## src/rtl/uart_tx_arbiter_if.sv

```systemverilog
// Requester/transmitter bundle for uart_tx_arbiter.
// master: the arbiter side (drives grants and the transmitter byte/start).
// slave : the environment side (requesters plus the UART transmitter).
interface uart_tx_arbiter_if #(
  parameter int NUM_REQ   = 2,
  parameter int uart_size = 8
) ();
  logic [NUM_REQ-1:0]           req;
  logic [NUM_REQ*uart_size-1:0] req_data;
  logic [NUM_REQ-1:0]           req_lock;
  logic [NUM_REQ-1:0]           gnt;
  logic [uart_size-1:0]         tx_data;
  logic                         tx_start;
  logic                         tx_busy;

  modport master (
    input  req, req_data, req_lock, tx_busy,
    output gnt, tx_data, tx_start
  );

  modport slave (
    output req, req_data, req_lock, tx_busy,
    input  gnt, tx_data, tx_start
  );
endinterface

```

## src/rtl/uart_tx_arbiter.sv

```systemverilog
// uart_tx_arbiter: shares one UART transmitter between NUM_REQ byte
// requesters. Round-robin pick, latch the winner's byte, pulse tx_start,
// then wait for the transmitter's busy frame to complete before the next
// grant. A missing busy response is abandoned after BUSY_TMO cycles.
// Optional feature macro: UART_ARB_LOCK_EN (owner may keep the transmitter
// for consecutive bytes while it holds req_lock).
module uart_tx_arbiter #(
  parameter int NUM_REQ   = 2,
  parameter int uart_size = 8,
  parameter int BUSY_TMO  = 64
) (
  input  logic                   clk,
  input  logic                   rst,
  uart_tx_arbiter_if.master      bus,
  output logic [1:0]             owner,
  output logic                   tmo_err
);

  localparam int CNT_W = $clog2(BUSY_TMO) + 1;

  typedef enum logic [1:0] {IDLE, ISSUE, WAIT_BUSY, WAIT_DONE} state_t;

  state_t               state;
  logic [CNT_W-1:0]     cnt;
  logic                 rr_found;
  logic [1:0]           rr_idx;
  int                   cand;
  logic                 lock_hit;
  logic                 win_valid;
  logic [1:0]           win_idx;
  logic [uart_size-1:0] win_data;

  // Round-robin search starting one past the last owner, wrapping to 0.
  always_comb begin
    rr_found = 1'b0;
    rr_idx   = owner;
    cand     = 0;
    for (int k = 1; k <= NUM_REQ; k++) begin
      cand = int'(owner) + k;
      if (cand >= NUM_REQ) cand = cand - NUM_REQ;
      if (!rr_found && ((bus.req >> cand) & NUM_REQ'(1)) != '0) begin
        rr_found = 1'b1;
        rr_idx   = 2'(cand);
      end
    end
  end

`ifdef UART_ARB_LOCK_EN
  // Set by a timeout so the following pick ignores the lock once.
  logic lock_rel;
  assign lock_hit = !lock_rel &&
                    (((bus.req & bus.req_lock) >> owner) & NUM_REQ'(1)) != '0;
`else
  logic unused_lock;
  assign unused_lock = ^bus.req_lock;
  assign lock_hit    = 1'b0;
`endif

  assign win_valid = lock_hit | rr_found;
  assign win_idx   = lock_hit ? owner : rr_idx;

  // Select the winning requester's byte.
  always_comb begin
    win_data = '0;
    for (int i = 0; i < NUM_REQ; i++) begin
      if (2'(i) == win_idx) win_data = bus.req_data[i*uart_size +: uart_size];
    end
  end

  // Control FSM with registered grant, byte, start and timeout outputs.
  always_ff @(posedge clk or negedge rst) begin
    if (!rst) begin
      state        <= IDLE;
      cnt          <= '0;
      bus.gnt      <= '0;
      bus.tx_data  <= '0;
      bus.tx_start <= 1'b0;
      owner        <= 2'(NUM_REQ - 1);
      tmo_err      <= 1'b0;
`ifdef UART_ARB_LOCK_EN
      lock_rel     <= 1'b0;
`endif
    end else begin
      bus.gnt      <= '0;
      bus.tx_start <= 1'b0;
      tmo_err      <= 1'b0;
      case (state)
        IDLE: begin
          // A busy transmitter (someone else's frame) blocks any grant.
          if (win_valid && !bus.tx_busy) begin
            bus.gnt     <= NUM_REQ'(1) << win_idx;
            bus.tx_data <= win_data;
            owner       <= win_idx;
`ifdef UART_ARB_LOCK_EN
            lock_rel    <= 1'b0;
`endif
            state       <= ISSUE;
          end
        end
        ISSUE: begin
          bus.tx_start <= 1'b1;
          cnt          <= '0;
          state        <= WAIT_BUSY;
        end
        WAIT_BUSY: begin
          if (bus.tx_busy) begin
            state <= WAIT_DONE;
          end else if (cnt == CNT_W'(BUSY_TMO - 1)) begin
            // Transmitter never answered: drop the byte, no retry.
            tmo_err <= 1'b1;
`ifdef UART_ARB_LOCK_EN
            lock_rel <= 1'b1;
`endif
            state   <= IDLE;
          end else if (cnt != '1) begin
            cnt <= cnt + 1'b1;
          end
        end
        WAIT_DONE: begin
          if (!bus.tx_busy) state <= IDLE;
        end
        default: state <= IDLE;
      endcase
    end
  end

endmodule

```

## src/flat_wrapper.sv

```systemverilog
// flat-port wrapper written by rule: the top's interface ports become plain ports
module uart_tx_arbiter_flat 
#(
  parameter int NUM_REQ   = 2,
  parameter int uart_size = 8,
  parameter int BUSY_TMO  = 64
)
  (clk, rst, owner, tmo_err, bus_req, bus_req_data, bus_req_lock, bus_tx_busy, bus_gnt, bus_tx_data, bus_tx_start);
  uart_tx_arbiter_if #(.NUM_REQ(NUM_REQ), .uart_size(uart_size)) bus_i ();
  input  logic clk;
  input  logic rst;
  output logic [1:0] owner;
  output logic tmo_err;
  input wire logic [$bits(bus_i.req)-1:0] bus_req;
  input wire logic [$bits(bus_i.req_data)-1:0] bus_req_data;
  input wire logic [$bits(bus_i.req_lock)-1:0] bus_req_lock;
  input wire logic [$bits(bus_i.tx_busy)-1:0] bus_tx_busy;
  output wire logic [$bits(bus_i.gnt)-1:0] bus_gnt;
  output wire logic [$bits(bus_i.tx_data)-1:0] bus_tx_data;
  output wire logic [$bits(bus_i.tx_start)-1:0] bus_tx_start;
  assign bus_i.req = bus_req;
  assign bus_i.req_data = bus_req_data;
  assign bus_i.req_lock = bus_req_lock;
  assign bus_i.tx_busy = bus_tx_busy;
  assign bus_gnt = bus_i.gnt;
  assign bus_tx_data = bus_i.tx_data;
  assign bus_tx_start = bus_i.tx_start;
  uart_tx_arbiter #(.NUM_REQ(NUM_REQ), .uart_size(uart_size), .BUSY_TMO(BUSY_TMO)) u_core (.clk(clk), .rst(rst), .bus(bus_i), .owner(owner), .tmo_err(tmo_err));
endmodule
```

## config.mk

```make
export PLATFORM = sky130hd
export DESIGN_NAME = uart_tx_arbiter_flat
export DESIGN_NICKNAME = d
export VERILOG_FILES = /design/src/rtl/uart_tx_arbiter_if.sv /design/src/rtl/uart_tx_arbiter.sv /design/src/flat_wrapper.sv
export SDC_FILE = /design/constraint.sdc
export NUM_CORES = 1
export LEC_CHECK = 0
export CAP_MARGIN = 10
export CORE_MARGIN = 2
export CORE_UTILIZATION = 40
export CTS_CLUSTER_SIZE = 16
export DETAILED_ROUTE_END_ITERATION = 10
export GPL_TIMING_DRIVEN = 0
export PLACE_DENSITY = 0.72
export SLEW_MARGIN = 20
export SYNTH_ARGS = -nofsm -noshare
export SYNTH_HDL_FRONTEND = slang
export SYNTH_SLANG_ARGS = --single-unit
```

## constraint.sdc

```tcl
create_clock -name clk -period 2 [get_ports clk]
set_input_delay 0.4 -clock clk [delete_from_list [all_inputs] [get_ports clk]]
set_output_delay 0.4 -clock clk [all_outputs]
set_load 0.02 [all_outputs]
```

==> impl_metrics.yaml <==
routing:
  drc: 0
  drt_first_pass_iters: 4
  wl_microns: 2380
  vias: 912
  final_ant_viol_nets: 0
  viasPerCell: 5.60
  detail_route.iter0.violations: 21
  routed_wire_length_per_instance_microns: 14.6
layout:
  finalCoreUtilization_pct: 58.4
  drive_above_1_share_pct: 7.52
  layout.nets: 158
  antenna-diode-count: 0
  synthToLayoutAreaGrowth_pct: 37.1
timing:
  finClkSkew_ps: 6.87
  setup_viol: 0
  normalized_max_slew_margin_pct: 66.9
  timing.fmax_mhz: 528
  final_max_slew_viol_count: 0
  setup_repair_after_global_routing_missed_its_margin: "false"
  minimum_clock_period_after_layout_ps: 1890
  final_min_period_over_clock_period_pct: 94.7
  worst-slew-pin-transition_ps: 497
  final_hold_viol_count: 0
  hold-worst-slack_ps: 27.3
run:
  max-cap-violations: 0
worst_setup_path:
  r2r_end: "u_core.bus.tx_data[4]"
  critical-path-top-delay-family: "buffers and inverters"
  worstRegToRegCells: 5
  worstPathCellList: "clkdlybuf4s50_1"
  startpoint_type: "register"
  worst_ep_required_time_ps: 1600
  critPathKind: "register to output port"
  max_stage_delay_ps: 600
  critPathBufInv: 1
  slowest_stage_cell_on_the_critical_path: "clkdlybuf4s50_1"
  r2r_start: "u_core.state[0]"
  reg2reg_setup_slack_ps: 440
  worstPathArrival_ps: 1490
  crit_path_max_fanout: 5
  timing.critical_path.to_type: "output port"
cts:
  cts_inserted_buffers: 3
  cts_hold_repair.buffers: 0
  cts_tree: "done"
  post-cts-setup-buffers: 0
  clock_latency_ps: 320
  cts_root_buffer: "clkbuf_4"
  htreeDepth: 1
  clk_transition_reported_paths_ps: 130
  ctsResizeCount: 0
  cts.sinks: 23
  clockBufferDepth: 2
synthesis:
  post_synth_num_cell_types: 33
  synthesis.instances: 95
  synth_enable_flop_cells: 0
  synth.mux.area_fraction_pct: 0
  average_footprint_of_a_synthesized_cell_sq_um: 11.3
  synth_compound_area_share_pct: 19.7
  synth_simple_gate_area_share_pct: 22.1
  ys.flop_type: "dfrtp_1"
  seq_area_frac_synth_pct: 53.7
  warnings_synthesis: 0
  syn-cell-area_sq_mm: 0.00107
  ys_seq_elements: 23
  synthArstFlopShare_pct: 100
  synthesis.nets: 119
  yosys.area_share.xor_xnor_pct: 0
  synth_top_family_by_area: "simple AND/OR/NAND/NOR gates"
  post_synth_fa_ha_maj_area_fraction_pct: 1.16
global_route:
  maximum_number_of_pins_on_one_net_before_global_route_repair: 24
  first_pass_grt_wire_length_microns: 4060
  first_global_vias: 906
  grt_overflow: 0
  antenna_found_initial: 0
  grt.total_usage_pct: 16.8
floorplanning:
  floorplan.rows: 18
  die_x_microns: 55.8
  starting_density_pct: 42.6
  die_area_sq_mm: 0.00312
  ios: 37
  fp.coreArea_sq_mm: 0.00252
  die_h_microns: 55.8
status:
  run_status: "complete, no violations"
placed_design:
  dp_hpwl_microns: 1750
  place.gp.congestion: 0.769
  placement.io_buffers: 34
min_path:
  holdCritPathClass: "primary input to asynchronous set/reset pin"
power:
  max-vdd-ir-drop_mv: 0.692
  power_leakage_uw: 0.000639
  cellPowerDensity_mw_per_mm2: 1130
==> flip-flops by register name, indices dropped and copies added (netlist names) <==
name / count
u_core.bus.tx_data: 8
u_core.cnt: 7
u_core.bus.gnt: 2
u_core.owner: 2
u_core.state: 2
u_core.bus.tx_start: 1
u_core.tmo_err: 1
==> layer usage <==
metal | vias up | wire (microns) | share of wire [%] | track usage (%)
met1 | 444 | 1100 | 46 | 21.3
met2 | 27 | 1130 | 47 | 26.5
li1 | 435 | - | - | -
met3 | 6 | 109 | 4.6 | 5.12
met5 | - | 0 | 0 | 0
met4 | 0 | 45 | 1.9 | 7.48
==> report_power, final <==
part | switching (uW) | internal, uW
logic | 368 | 375
clock network | 140 | 78.0
registers | 91.9 | 607
total | 601 | 1060
==> worst max path at each step <==
stage | start | to | cells after the start
after global placement | bus_tx_busy | u_core.bus.tx_data[4] | 5
after global routing | u_core.owner[0] | owner[0] | 1
after floorplan | u_core.owner[0] | u_core.bus.tx_data[0] | 4
final | u_core.owner[0] | owner[0] | 1
after detailed placement | bus_tx_busy | u_core.bus.tx_data[0] | 5
after CTS | u_core.owner[0] | owner[0] | 1
==> stage by stage <==
step / power [uW] / cells / setup WS (ps) / setup TNS (ps) / instance area [sq um]
3_3_place_gp: 1430 / 159 / -100 / -741 / 1450
5_1_grt: 1760 / 163 / 51.0 / 0 / 1470
2_1_floorplan: 1140 / 95 / 602 / 0 / 1070
4_1_cts: 1670 / 163 / 102 / 0 / 1480
3_5_place_dp: 1450 / 159 / -129 / -967 / 1450
6_report: 1660 / 163 / 105 / 0 / 1470
==> layout make-up <==
cell class,instances,area (sq um)
plain buffers,4,25.0
clock buffers,4,26.3
fillers,237,1050
inverters,3,11.3
multi-input cells,65,462
flip-flops and latches,23,577
well taps,30,37.5
repair buffers,34,335
==> worst reg2reg max path, delay by kind of cell, from the launching register on <==
kind	cells	cell delay [ps]
DFF	1	390
buffers and inverters	1	140
and+or+nand+nor	2	300
AOI/OAI and AO/OA	2	630
==> cells by family after synthesis <==
kind of cell,count (synthesis)
adders and majority gates,1
DFF,23
and+or+nand+nor,39
buffers and inverters,7
AOI/OAI and AO/OA,25
==> layout by cell type, fill, tap and decap left out, types with 2 or more instances in the layout <==
cell	synthesis	layout
nor2_1	2	2
nor4_1	2	2
nor2b_1	10	10
buf_2	2	3
nand2b_1	4	4
nand2_1	7	7
o311ai_0	2	2
clkdlybuf4s50_1	0	33
clkbuf_1	1	2
and3_1	3	3
a221o_1	8	8
clkbuf_4	0	3
inv_1	3	3
and3b_1	2	2
nand3_1	3	3
dfrtp_1	22	22
a31oi_1	3	3
o21ai_0	4	4
==> synthesized netlist by cell type, types with 2 or more instances <==
library cell  number  area [sq um]
inv_1              3          11.3
o21ai_0            4          20.0
nor2_1             2          7.51
nand3_1            3          15.0
dfrtp_1           22           551
nor2b_1           10          62.6
nor4_1             2          12.5
a221o_1            8          80.1
o311ai_0           2          17.5
nand2_1            7          26.3
a31oi_1            3          18.8
buf_2              2          10.0
and3_1             3          18.8
nand2b_1           4          25.0
and3b_1            2          17.5
Note: power is estimated with default switching activity, not from simulation.
